==> src/rtl/pndes.sv <==
// Serial-to-parallel receiver: MSB-first frames of 1..DW bits, framed by sof, strobed by bit_vld.
// Completed word appears right-aligned on dat_o with a one-cycle vld_o pulse; a sof mid-frame aborts with err_o.
module pndes #(
  parameter int DW = 32,
  parameter int LW = 5
) (
  input  logic          clk_i,
  input  logic          rst_ni,
  input  logic          dat_i,
  input  logic          bit_vld_i,
  input  logic          sof_i,
  input  logic [LW-1:0] len_i,
  output logic [DW-1:0] dat_o,
  output logic          vld_o,
  output logic          busy_o,
  output logic          err_o
);

  typedef enum logic {IDLE, SHIFT} state_t;

  localparam logic [LW:0] DW_LEN = (LW+1)'(DW);

  state_t        state_q, state_d;
  logic [DW-1:0] shreg_q, shreg_d;
  logic [LW:0]   rem_q, rem_d;
  logic [DW-1:0] dat_q, dat_d;
  logic          vld_q, vld_d;
  logic          err_q, err_d;
  logic [LW:0]   n_len;

  always_comb begin
    state_d = state_q;
    shreg_d = shreg_q;
    rem_d   = rem_q;
    dat_d   = dat_q;
    vld_d   = 1'b0;
    err_d   = 1'b0;
    n_len   = (len_i == '0) ? DW_LEN : {1'b0, len_i};

    if (bit_vld_i) begin
      if (sof_i) begin
        // A sof always starts a fresh frame; in SHIFT it also discards the partial one.
        err_d   = (state_q == SHIFT);
        shreg_d = {{(DW-1){1'b0}}, dat_i};
        rem_d   = n_len - 1'b1;
        if (n_len == (LW+1)'(1)) begin
          dat_d   = shreg_d;
          vld_d   = 1'b1;
          state_d = IDLE;
        end else begin
          state_d = SHIFT;
        end
      end else if (state_q == SHIFT) begin
        shreg_d = {shreg_q[DW-2:0], dat_i};
        rem_d   = rem_q - 1'b1;
        if (rem_q == (LW+1)'(1)) begin
          dat_d   = shreg_d;
          vld_d   = 1'b1;
          state_d = IDLE;
        end
      end
    end
  end

  always_ff @(posedge clk_i) begin
    if (!rst_ni) begin
      state_q <= IDLE;
      shreg_q <= '0;
      rem_q   <= '0;
      dat_q   <= '0;
      vld_q   <= 1'b0;
      err_q   <= 1'b0;
    end else begin
      state_q <= state_d;
      shreg_q <= shreg_d;
      rem_q   <= rem_d;
      dat_q   <= dat_d;
      vld_q   <= vld_d;
      err_q   <= err_d;
    end
  end

  assign dat_o  = dat_q;
  assign vld_o  = vld_q;
  assign busy_o = (state_q == SHIFT);
  assign err_o  = err_q;

endmodule

==> config.mk <==
export PLATFORM = sky130hd
export DESIGN_NAME = pndes
export DESIGN_NICKNAME = d
export VERILOG_FILES = /design/src/rtl/pndes.sv
export SDC_FILE = /design/constraint.sdc
export NUM_CORES = 1
export LEC_CHECK = 0
export CAP_MARGIN = 0
export CORE_MARGIN = 2
export CORE_UTILIZATION = 50
export CTS_CLUSTER_DIAMETER = 50
export CTS_CLUSTER_SIZE = 28
export DETAILED_ROUTE_END_ITERATION = 12
export PLACE_DENSITY = 0.72
export SLEW_MARGIN = 30
export SYNTH_ARGS = -nofsm -noshare
export SYNTH_HDL_FRONTEND = slang
export SYNTH_SLANG_ARGS = --single-unit
==> constraint.sdc <==
create_clock -name clk_i -period 1.95 [get_ports clk_i]
set_clock_uncertainty 0.2 [all_clocks]
set_input_delay 0.39 -clock clk_i [delete_from_list [all_inputs] [get_ports clk_i]]
set_output_delay 0.39 -clock clk_i [all_outputs]
set_load 0.02 [all_outputs]
Word level (Yosys, flattened, before mapping)

Cells that the tools add are included.

Flip-flop bits (word level): 72
Output and inout bits: 35
Word-level logic and storage cells: 35
Bits of input ports: 10

Add/subtract/negate cells: 2
Equality and inequality tests: 3
Mux-type cells: 17
Reductions and logical operators: 7

Operators with widths:

| kind                | count |
|---|---|
| $mux 32             | 4 |
| $mux 31             | 2 |
| $mux 6              | 3 |
| $eq 6x1->1 const B  | 2 |
| $sub 6x1->6 const B | 2 |
| $mux 1              | 8 |
| $logic_not 5->1     | 1 |
| $reduce_and 2->1    | 2 |
| $reduce_and 4->1    | 1 |
| $reduce_bool 2->1   | 2 |
| $reduce_and 3->1    | 1 |
| $ne 2x1->1 const B  | 1 |

Longest topological paths before layout

Gate-level depths: netlist (run 1).

Depth after elaboration: 5
Gate-level depth with buffers: 6
Depth with buffers taken out: 6

Least setup slack after synthesis (run 1)

OpenSTA, ideal clock, no wires.

Path type: input -> register
Start point: input sof_i
End point: register dat_q[10] (netlist: dat_o[10])
Buffers on the path: 2
Setup time: 0.115 ns
Arrival: 1.359 ns
Required time: 1.635 ns
Path slack: 0.275 ns
Cell stages on the path: 6
Cell sequence: buf_2 nor4_2 a32o_2 and2_4 buf_12 o21ai_2

Longest elaborated chain between the ends: 2
Elaborated cells on any way between the ends: 5
Those cells by class: eq/ne (1); mux (1); reduce/logical (3)

Ends and longest elaborated chain:

| element                                                          | RTL line | source |
|---|---|---|
| start, declared                                                  | 11       | `input logic sof_i,` |
| $ne 2x1->1 (no line) / $reduce_bool 2->1 (equally long branches) | n/a      |  |
| $reduce_and 4->1 (no line)                                       | n/a      |  |
| end signal, assigned                                             | 77       | `dat_q <= dat_d;` |
| end, declared                                                    | 26       | `logic [DW-1:0] dat_q, dat_d;` |

Parallel ways exist; a longest one is shown, timed or not.
A chain may end at the register's enable or synchronous reset.

Worst setup path after layout (run 1)

Start point: register dat_q[26] (netlist: dat_o[26])
End point: output dat_o[26]

RTL lines:

| element       | RTL line | source |
|---|---|---|
| end, declared | 13       | `output logic [DW-1:0] dat_o,` |

No word-level cell between the ends.

==> results of run 1 <==
layer usage:
metal | global-route usage (%) | vias up
met1 | 26.7 | 1151
met2 | 30.6 | 54
met4 | 10.2 | 0
li1 | - | 1247
met5 | 0 | -
met3 | 5.71 | 12
path summary, 6_finish.rpt:
kind,endpoint,slack (ns),depth (start not counted),start
setup / recovery,dat_o[26],0.06,1,dat_o[26]$_SDFFE_PN0P_
hold / removal,dat_o[19]$_SDFFE_PN0P_,0.26,2,dat_o[19]$_SDFFE_PN0P_
setup reg to reg,dat_o[0]$_SDFFE_PN0P_,0.24,5,rem_q[2]$_SDFFE_PN0P_
hold reg to reg,dat_o[19]$_SDFFE_PN0P_,0.26,2,dat_o[19]$_SDFFE_PN0P_
sequential cells by signal, summed over array words and instances, names as in the netlist:
name / cells
busy_o: 1
dat_o: 32
err_o: 1
rem_q: 6
shreg_q: 31
vld_o: 1
final cells by class:
cell class | count | area (um2)
clock buffer | 9 | 124
clock inverter | 7 | 95.1
fill | 524 | 2030
inverter | 7 | 26.3
multi-input combinational | 213 | 1390
sequential | 72 | 1440
tap | 75 | 93.8
timing repair buffer | 69 | 684
power by group:
part	internal, uW	switching, uW
combinational	108	141
clock	722	572
sequential	1480	16.5
what timing repair did:
action | in CTS | in global routing
setup endpoints to repair | 1 | 0
gates resized for setup | 1 | 0
buffers inserted | 0 | 0
through the flow:
step           setup TNS (ns)  instances  util, %  setup WS (ns)  hold slack [ns]
5_1_grt                     0        452     65.5        0.00752            0.274
3_3_place_gp           -10.48        436     61.8         -0.177            0.243
3_5_place_dp           -11.62        436     61.8         -0.200            0.248
6_report                    0        452     65.5         0.0614            0.259
2_1_floorplan               0        320        -          0.275            0.248
4_1_cts                     0        452     65.5         0.0345            0.261
cells by family (layout without fill, tap and decap cells):
family          Yosys count  after routing
simple gates            123            123
xor+xnor                  4              4
flops                    72             72
buf+inv                  35             92
mux                       2              2
compound gates           81             81
fa+ha+maj                 3              3
placed cells by master (no fill, tap or decap), types with 3 or more instances in the layout:
master	count
a21boi_1	4
a22oi_1	32
o21ai_1	4
nand2_1	42
buf_4	20
nand4_1	31
o21ai_0	3
clkdlybuf4s50_1	42
o21ai_2	31
nor2_1	4
nor2b_1	31
dfxtp_1	72
inv_1	5
buf_12	5
clkbuf_8	9
ha_1	3
==> results_dict.tcl, run 1 <==
set metrics [dict create \
    first_iter_violations 142 \
    grt_pass1_wl_mm 10.3 \
    met1_length_mm 3.04 \
    htree_levels 3 \
    first_pass_iters 4 \
    synth_nets 333 \
    p_per_area_mw_per_mm2 789 \
    min_period_ns 1.89 \
    placementRows 28 \
    dieArea_mm2 0.00667 \
    critPathCaptureType "primary output" \
    synth_fa_ha_area_share_pct 1.24 \
    worst_setup_path_start_kind "flip-flop" \
    ys_ff_latch 72 \
    io_buffer_count 44 \
    syn2layout_area_growth_pct 27.8 \
    crit_chain "clkdlybuf4s50_1" \
    relSlewSlack_pct 73.3 \
    wirelength_mm 6.18 \
    p_leak_uw 0.00137 \
    cts.sinks 72 \
    synth-simple-area-share_pct 22.1 \
    synth_top_family_by_area "simple AND/OR/NAND/NOR gates" \
    synthMuxAreaShare_pct 0.664 \
    fmax_ghz 0.530 \
    total_power_uw 3040 \
    antenna_found_initial 0 \
    finalHoldViolCount 0 \
    arrival_ns 1.30 \
    dpl.hpwl_mm 4.03 \
    nNetsFinal 385 \
    synth_top_cell_by_area "dfxtp_1" \
    status "complete, no violations" \
    grt_usage_pct 20.3 \
    min_path_type "flip-flop to flip-flop" \
    drcViolationCount 0 \
    insertion_delay_ns 0.35 \
    top_layer "met4" \
    clock-root-buffer "clkbuf_8" \
    ys_seq_area_share_pct 47.8 \
    clkTransAtPathRegs_ns 0.08 \
    synth.most_common_cell "dfxtp_1" \
    drive_gt1_share_pct 21.5 \
    synth_compound_area_share_pct 20.8 \
    cap_violations 0 \
    drt-vias-per-instance 5.45 \
    post-route-period-util_pct 96.8 \
    finalMaxSlewViolations 0 \
    synth_common_cells "72 x dfxtp_1, 42 x nand2_1, 32 x a22oi_1, 32 x nor2b_1" \
    io_pins 45 \
    diodes 0 \
    synth_warnings 0 \
    cts_buffers 9 \
    synth-edff-count 0 \
    synth_flop_cell "dfxtp_1" \
    core_mm2 0.00589 \
    max_stage_delay_ns 0.60 \
    slowest_stage "clkdlybuf4s50_1" \
    worstSetupPathType "flip-flop to primary output" \
    grt_max_degree 48 \
    detail_route.wl_per_cell_um 13.7 \
    hold_buffers 0 \
    critPathRequiredTime_ns 1.36 \
    initial_core_util_pct 51.3 \
    fin_area_mm2 0.00386 \
    tightestPinTransition_ns 0.401 \
    dpl-instance-area_mm2 0.00364 \
    synthTopCellsByArea "dfxtp_1 48%, o21ai_2 9.0%, a22oi_1 8.0%, nor2b_1 6.6%, nand4_1 6.4%" \
    overflow 0 \
    met2_length_mm 2.76 \
    antenna_left 0 \
    ir_worst_vdd_mv 0.505 \
    cp_top_family "buffers and inverters" \
    rsz0062_at_grt "no" \
    synth_area_mm2 0.00302 \
    met3WireLength_um 260 \
    synth.avg_cell_area_um2 9.43 \
    setup_viol 0 \
    synth.distinct_cells 38 \
    dieHeight_um 81.7 \
    cts_tree "done" \
    syn_inst 320 \
    grt_pass1_vias 2199 \
    clockBufferDepth 2 \
    num_vias 2464 \
    worst-path-max-fanout 2 \
    synth_xor_area_share_pct 1.16 \
    critPathBufInv 1 \
    synthArstFlopShare_pct 0 \
    netlist.area_leader.share_pct 47.8 \
    die_w_um 81.7 \
    gp_congestion 0.862 \
]
(Power assumes the default switching activity.)
==> run 2, diff against run 1 <==
--- a/config.mk
+++ b/config.mk
@@ -5,13 +5,15 @@
 export SDC_FILE = /design/constraint.sdc
 export NUM_CORES = 1
 export LEC_CHECK = 0
+export ABC_CLOCK_PERIOD_IN_PS = 1950
 export CAP_MARGIN = 0
 export CORE_MARGIN = 2
-export CORE_UTILIZATION = 50
+export CORE_UTILIZATION = 53
 export CTS_CLUSTER_DIAMETER = 50
 export CTS_CLUSTER_SIZE = 28
 export DETAILED_ROUTE_END_ITERATION = 12
-export PLACE_DENSITY = 0.72
+export MAX_ROUTING_LAYER = met4
+export PLACE_DENSITY = 0.75
 export SLEW_MARGIN = 30
 export SYNTH_ARGS = -nofsm -noshare
 export SYNTH_HDL_FRONTEND = slang
==> run 2 against run 1 <==
Sequential cell count did not move; register-to-register slack got worse by 0.02 ns; power fell by 4.8%; die area fell by 5.4%; clock power fell by 11%; count of clock-buffer cells in the layout rose by 1; first-iteration DRC count rose by 18%; wire length rose by 0.92%.
==> results_dict.tcl, run 2 (synthesis results as in run 1) <==
set metrics [dict create \
    critPathCaptureType "primary output" \
    tns_ns 0 \
    grt_usage_pct 22.7 \
    nFillCells 461 \
    layout_commonest_cell "dfxtp_1" \
    postCtsSetupRepairBufs 0 \
    setup_viol 0 \
    gp_congestion 0.795 \
    clkTransAtPathRegs_ns 0.08 \
    detail_route.wl_per_cell_um 13.9 \
    rsz0062_at_grt "no" \
    ir_worst_vdd_mv 0.440 \
    num_vias 2496 \
    die_w_um 79.4 \
    post-route-period-util_pct 96.4 \
    overflow 0 \
    grtUsageMet3_pct 4.07 \
    syn2layout_area_growth_pct 26.5 \
    fin_area_mm2 0.00381 \
    dieHeight_um 79.4 \
    fmax_ghz 0.532 \
    antenna_left 0 \
    p_leak_uw 0.00135 \
    arrival_ns 1.29 \
    p_per_area_mw_per_mm2 759 \
    status "complete, no violations" \
    cap_violations 0 \
    cts_buffers 9 \
    dpl.hpwl_mm 4.01 \
    clockBufferDepth 2 \
    critPathLaunch "dat_o[29]$_SDFFE_PN0P_" \
    critPathRequiredTime_ns 1.36 \
    htree_levels 3 \
    min_period_ns 1.88 \
    initial_core_util_pct 54.8 \
    tightestPinTransition_ns 0.375 \
    cts.sinks 72 \
    io_buffer_count 44 \
    io_pins 45 \
    cts_tree "done" \
    grtUsageMet2_pct 35.1 \
    final_cell_mix "72 x dfxtp_1, 42 x nand2_1, 42 x clkdlybuf4s50_1, 32 x a22oi_1" \
    wirelength_mm 6.23 \
    drive_gt1_share_pct 21.3 \
    critPathBufInv 1 \
    finalMaxSlewViolations 0 \
    diodes 0 \
    first_iter_violations 168 \
    worst-r2r-setup-slack_ns 0.22 \
    dieArea_mm2 0.00631 \
    drt-vias-per-instance 5.57 \
    worst-path-max-fanout 2 \
    reg2reg_from "rem_q[2]$_SDFFE_PN0P_" \
    slowest_stage "clkdlybuf4s50_1" \
    fin_util_pct 69.3 \
    first_pass_iters 4 \
    grt_max_degree 44 \
    dp_worst_setup_slack_ns -0.236 \
    insertion_delay_ns 0.34 \
    grt_pass1_wl_mm 11.1 \
    busiest_layer "met2" \
    crit_chain "clkdlybuf4s50_1" \
    cp.depth 1 \
    r2r_cells 5 \
    nNetsFinal 385 \
    drcViolationCount 0 \
    dpl-instance-area_mm2 0.00362 \
    relSlewSlack_pct 75.0 \
    hold_depth 2 \
    largest_reg_flops 32 \
    setup_ws_ns 0.0704 \
    reg2reg_to "dat_o[16]$_SDFFE_PN0P_" \
    worstSetupPathType "flip-flop to primary output" \
    endpoint "dat_o[29]" \
    grt_pass1_vias 2403 \
    placementRows 27 \
    clock-root-buffer "clkbuf_8" \
    use_met1_pct 29.0 \
    finalHoldViolCount 0 \
    antenna_found_initial 0 \
    cp_top_family "buffers and inverters" \
    core_mm2 0.00551 \
    min_path_type "flip-flop to flip-flop" \
    max_stage_delay_ns 0.61 \
    worst_setup_path_start_kind "flip-flop" \
]
## run 2: where the power goes
part / switching (uW) / internal (uW)
combinational: 140 / 104
sequential: 16.5 / 1480
clock: 533 / 618
total: 690 / 2210
## run 2: worst min path at each step
stage | endpoint | slack, ns | startpoint
6_report | dat_o[31]$_SDFFE_PN0P_ | 0.26 | dat_o[31]$_SDFFE_PN0P_
5_1_grt | dat_o[1]$_SDFFE_PN0P_ | 0.27 | dat_o[1]$_SDFFE_PN0P_
4_1_cts | dat_o[31]$_SDFFE_PN0P_ | 0.26 | dat_o[31]$_SDFFE_PN0P_
3_5_place_dp | dat_o[23]$_SDFFE_PN0P_ | 0.25 | dat_o[23]$_SDFFE_PN0P_
3_3_place_gp | dat_o[0]$_SDFFE_PN0P_ | 0.24 | dat_o[0]$_SDFFE_PN0P_
2_1_floorplan | shreg_q[0]$_SDFFE_PN0P_ | 0.25 | shreg_q[0]$_SDFFE_PN0P_
## run 2: stage by stage
| stage | hold WS [ns] | std cells | total power [uW] |
|---|---|---|---|
| 2_1_floorplan | 0.248 | 320 | 1680 |
| 3_3_place_gp | 0.243 | 433 | 1780 |
| 3_5_place_dp | 0.247 | 433 | 1780 |
| 4_1_cts | 0.261 | 448 | 2920 |
| 5_1_grt | 0.271 | 448 | 3030 |
| 6_report | 0.256 | 448 | 2900 |
## run 2: layout make-up
type                       count  area (um2)  area share [%]
multi-input combinational    213        1390            36.5
clock buffer                  10         138            3.61
clock inverter                 5        56.3            1.48
timing repair buffer          69         672            17.6
inverter                       7        26.3           0.689
sequential                    72        1440            37.8
tap                           72        90.1            2.36
## run 2: layer usage
metal	up-vias	wire length, um	part of all wire (%)
met5	-	0	0
met4	0	131	2.1
met3	12	223	3.6
met2	52	2920	47
met1	1189	2950	47
li1	1243	-	-
## run 2: worst register-to-register path, cell delays in order, from the launching register on
cell,delay [ns]
dfxtp_1,0.37
nor4_2,0.35
a32o_2,0.27
and2_4,0.21
buf_12,0.17
o21ai_2,0.08
## run 2: what timing repair did
| action | 4_1_cts | 5_1_grt |
|---|---|---|
| gates resized for setup | 1 | 0 |
| hold buffers | 0 | 0 |
| setup endpoints to repair | 1 | 0 |
==> RTL change (settings of run 1) <==
Remove the register `err_q`: a continuous assignment takes its place, so the output `err_o` follows one clock earlier.
--- a/src/rtl/pndes.sv
+++ b/src/rtl/pndes.sv
@@ -69,16 +69,16 @@
       rem_q   <= '0;
       dat_q   <= '0;
       vld_q   <= 1'b0;
-      err_q   <= 1'b0;
     end else begin
       state_q <= state_d;
       shreg_q <= shreg_d;
       rem_q   <= rem_d;
       dat_q   <= dat_d;
       vld_q   <= vld_d;
-      err_q   <= err_d;
     end
   end
+
+  assign err_q = err_d;
 
   assign dat_o  = dat_q;
   assign vld_o  = vld_q;
Function: changed (a bounded check fails within 4 cycles, from zero or initial values and one cycle with rst_ni low).
==> RTL change against run 1 <==
- routed wire length rose by 12%
- largest power group unchanged
- synthesized area rose by 1.1%
- largest cell class is now multi-input gates
- combinational power rose by 9.7%
- critical path depth did not move
- synthesized cell count rose by 0.94%
- final cell count rose by 1.5%
- sequential cell count fell by 1
- setup slack got worse by 0.015 ns
- total power fell by 2.6%
- final area rose by 1.5%
==> RTL change: results (changes against run 1) <==
stage;metric;value;unit;change
place;place_congestion;0.898;;+4.2%
synth;synth_nets;336;;+0.90%
routing;wl_met3;313;um;+20%
clock_tree;htreeDepth;3;;unchanged
critical_path;max_stage_delay;0.62;ns;+0.02 ns
layout;n_fill_cell;482;;-8.0%
critical_path;worst_path_max_delay_cell;clkdlybuf4s50_1;;
clock_tree;clkLatencyLatePin;0.33;ns;-0.02 ns
grt;grt_pass1_vias;2401;;+9.2%
place;dp_hpwl;3990;um;-0.91%
critical_path;worstPathMaxFanout;2;;unchanged
routing;drtIter0Drc;192;;+35%
routing;wl_met2;3240;um;+18%
synth;synthTopCellsByCount;dfxtp_1 (71), nand2_1 (41), nor2b_1 (33);;
synth;ys_seq_area_frac;0.466;;-0.0119
routing;wl_met1;3170;um;+4.5%
layout;largest_reg_flops;32;;unchanged
routing;routed.top_layer;met4;;
layout;antennaDiodeCount;0;;unchanged
routing;via_per_inst;5.54;;+1.7%
critical_path;required;1.36;ns;about the same
clock_tree;cts_buffer_depth;2;;unchanged
clock_tree;cts.clk_slew.worst_paths;0.07;ns;
critical_path;path_delay_family;buffers and inverters;;
place;place_ws;-0.497;ns;-0.297 ns
routing;wl_per_cell;15.0;um;+9.8%
synth;async_flop_share;0;;unchanged
synth;synth_flop_cell;dfxtp_1;;
synth;synthTopCellsByArea;dfxtp_1 (47%), o21ai_2 (8.9%), a22oi_1 (7.9%), nor2b_1 (6.8%), nand4_1 (6.4%);;
sta;relSlewSlack;0.767;;+0.0340
power;leakage;1.40;nW;+2.0%
layout;layout-drive-gt1-share;0.221;;+0.00650
floorplanning;core-area;0.00592;mm2;+0.60%
outcome;outcome;complete, no violations;;
grt;grt_max_degree;74;;+54%
place;port-buffer-count;44;;unchanged
clock_tree;ctsRootBufferMaster;clkbuf_8;;
place;place_area;0.00361;mm2;-0.89%
grt;grt_pass1_wl;11100;um;+8.3%
synth;yosys_warnings;0;;unchanged
worst_hold_path;hold_class;reg -> reg;;
clock_tree;cts-buffers-inserted;9;;unchanged
layout;nets;394;;+2.3%
grt;grt_usage;0.215;;+0.0116
synth;yosys.cell_types.count;39;;+2.6%
power;ir_worst_vdd;0.000490;V;-3.1%
grt;antenna_found_initial;0;;unchanged
-- RTL change: cell count changes after synthesis, moves of 3 or more --
cell and change:
clkbuf_1 -5, o21ai_0 +4, a21boi_1 -3, a21boi_0 +3, o21ai_1 -4, buf_2 +5
-- RTL change: metrics by stage --
step	instances	power [mW]	hold WS, ns
2_1_floorplan	323	1.67	0.254
6_report	459	2.96	0.257
3_5_place_dp	437	1.76	0.248
5_1_grt	459	3.07	0.271
4_1_cts	452	2.97	0.260
3_3_place_gp	437	1.76	0.247
-- RTL change: metal layers --
layer	up-vias	track usage
met5	-	0
met4	0	0.122
met3	12	0.0283
met2	62	0.334
met1	1197	0.287
li1	1273	-
-- RTL change: repair_timing --
| item | 4_1_cts | 5_1_grt |
|---|---|---|
| gates resized for setup | 7 | 3 |
| setup endpoints to repair | 34 | 36 |
| setup buffers | 0 | 7 |
| pin swaps | 0 | 0 |
| gates cloned | 1 | 0 |
-- RTL change: worst paths after layout --
| kind | depth (start not counted) | start | slack (ns) | end |
|---|---|---|---|---|
| setup / recovery | 1 | dat_o[30]$_SDFFE_PN0P_ | 0.05 | dat_o[30] |
| hold / removal | 2 | dat_o[4]$_SDFFE_PN0P_ | 0.26 | dat_o[4]$_SDFFE_PN0P_ |
| setup reg to reg | 7 | rem_q[1]$_SDFFE_PN0P_ | 0.16 | dat_o[18]$_SDFFE_PN0P_ |
| hold reg to reg | 2 | dat_o[4]$_SDFFE_PN0P_ | 0.26 | dat_o[4]$_SDFFE_PN0P_ |
-- RTL change: kinds of logic after synthesis --
logic type,after synthesis,synth area share
compound gates,83,0.211
xor+xnor,3,0.00862
fa+ha+maj,3,0.0123
buf+inv,35,0.0677
flops,71,0.466
mux,2,0.00656
simple gates,126,0.228
-- RTL change: cell type report --
| type | count | area, um2 | share of cell area |
|---|---|---|---|
| tap | 75 | 93.8 | 0.0240 |
| clock buffer | 10 | 128 | 0.0326 |
| multi-input combinational | 218 | 1440 | 0.367 |
| clock inverter | 4 | 72.6 | 0.0185 |
| sequential | 71 | 1420 | 0.363 |
| inverter | 6 | 22.5 | 0.00575 |
| timing repair buffer | 75 | 739 | 0.189 |
-- RTL change: report_power, final --
part	switching, mW	leakage, nW	internal, mW	total [mW]
Clock	0.511	0.0982	0.705	1.22
Combinational	0.156	0.725	0.116	0.272
Sequential	0.0127	0.573	1.46	1.47
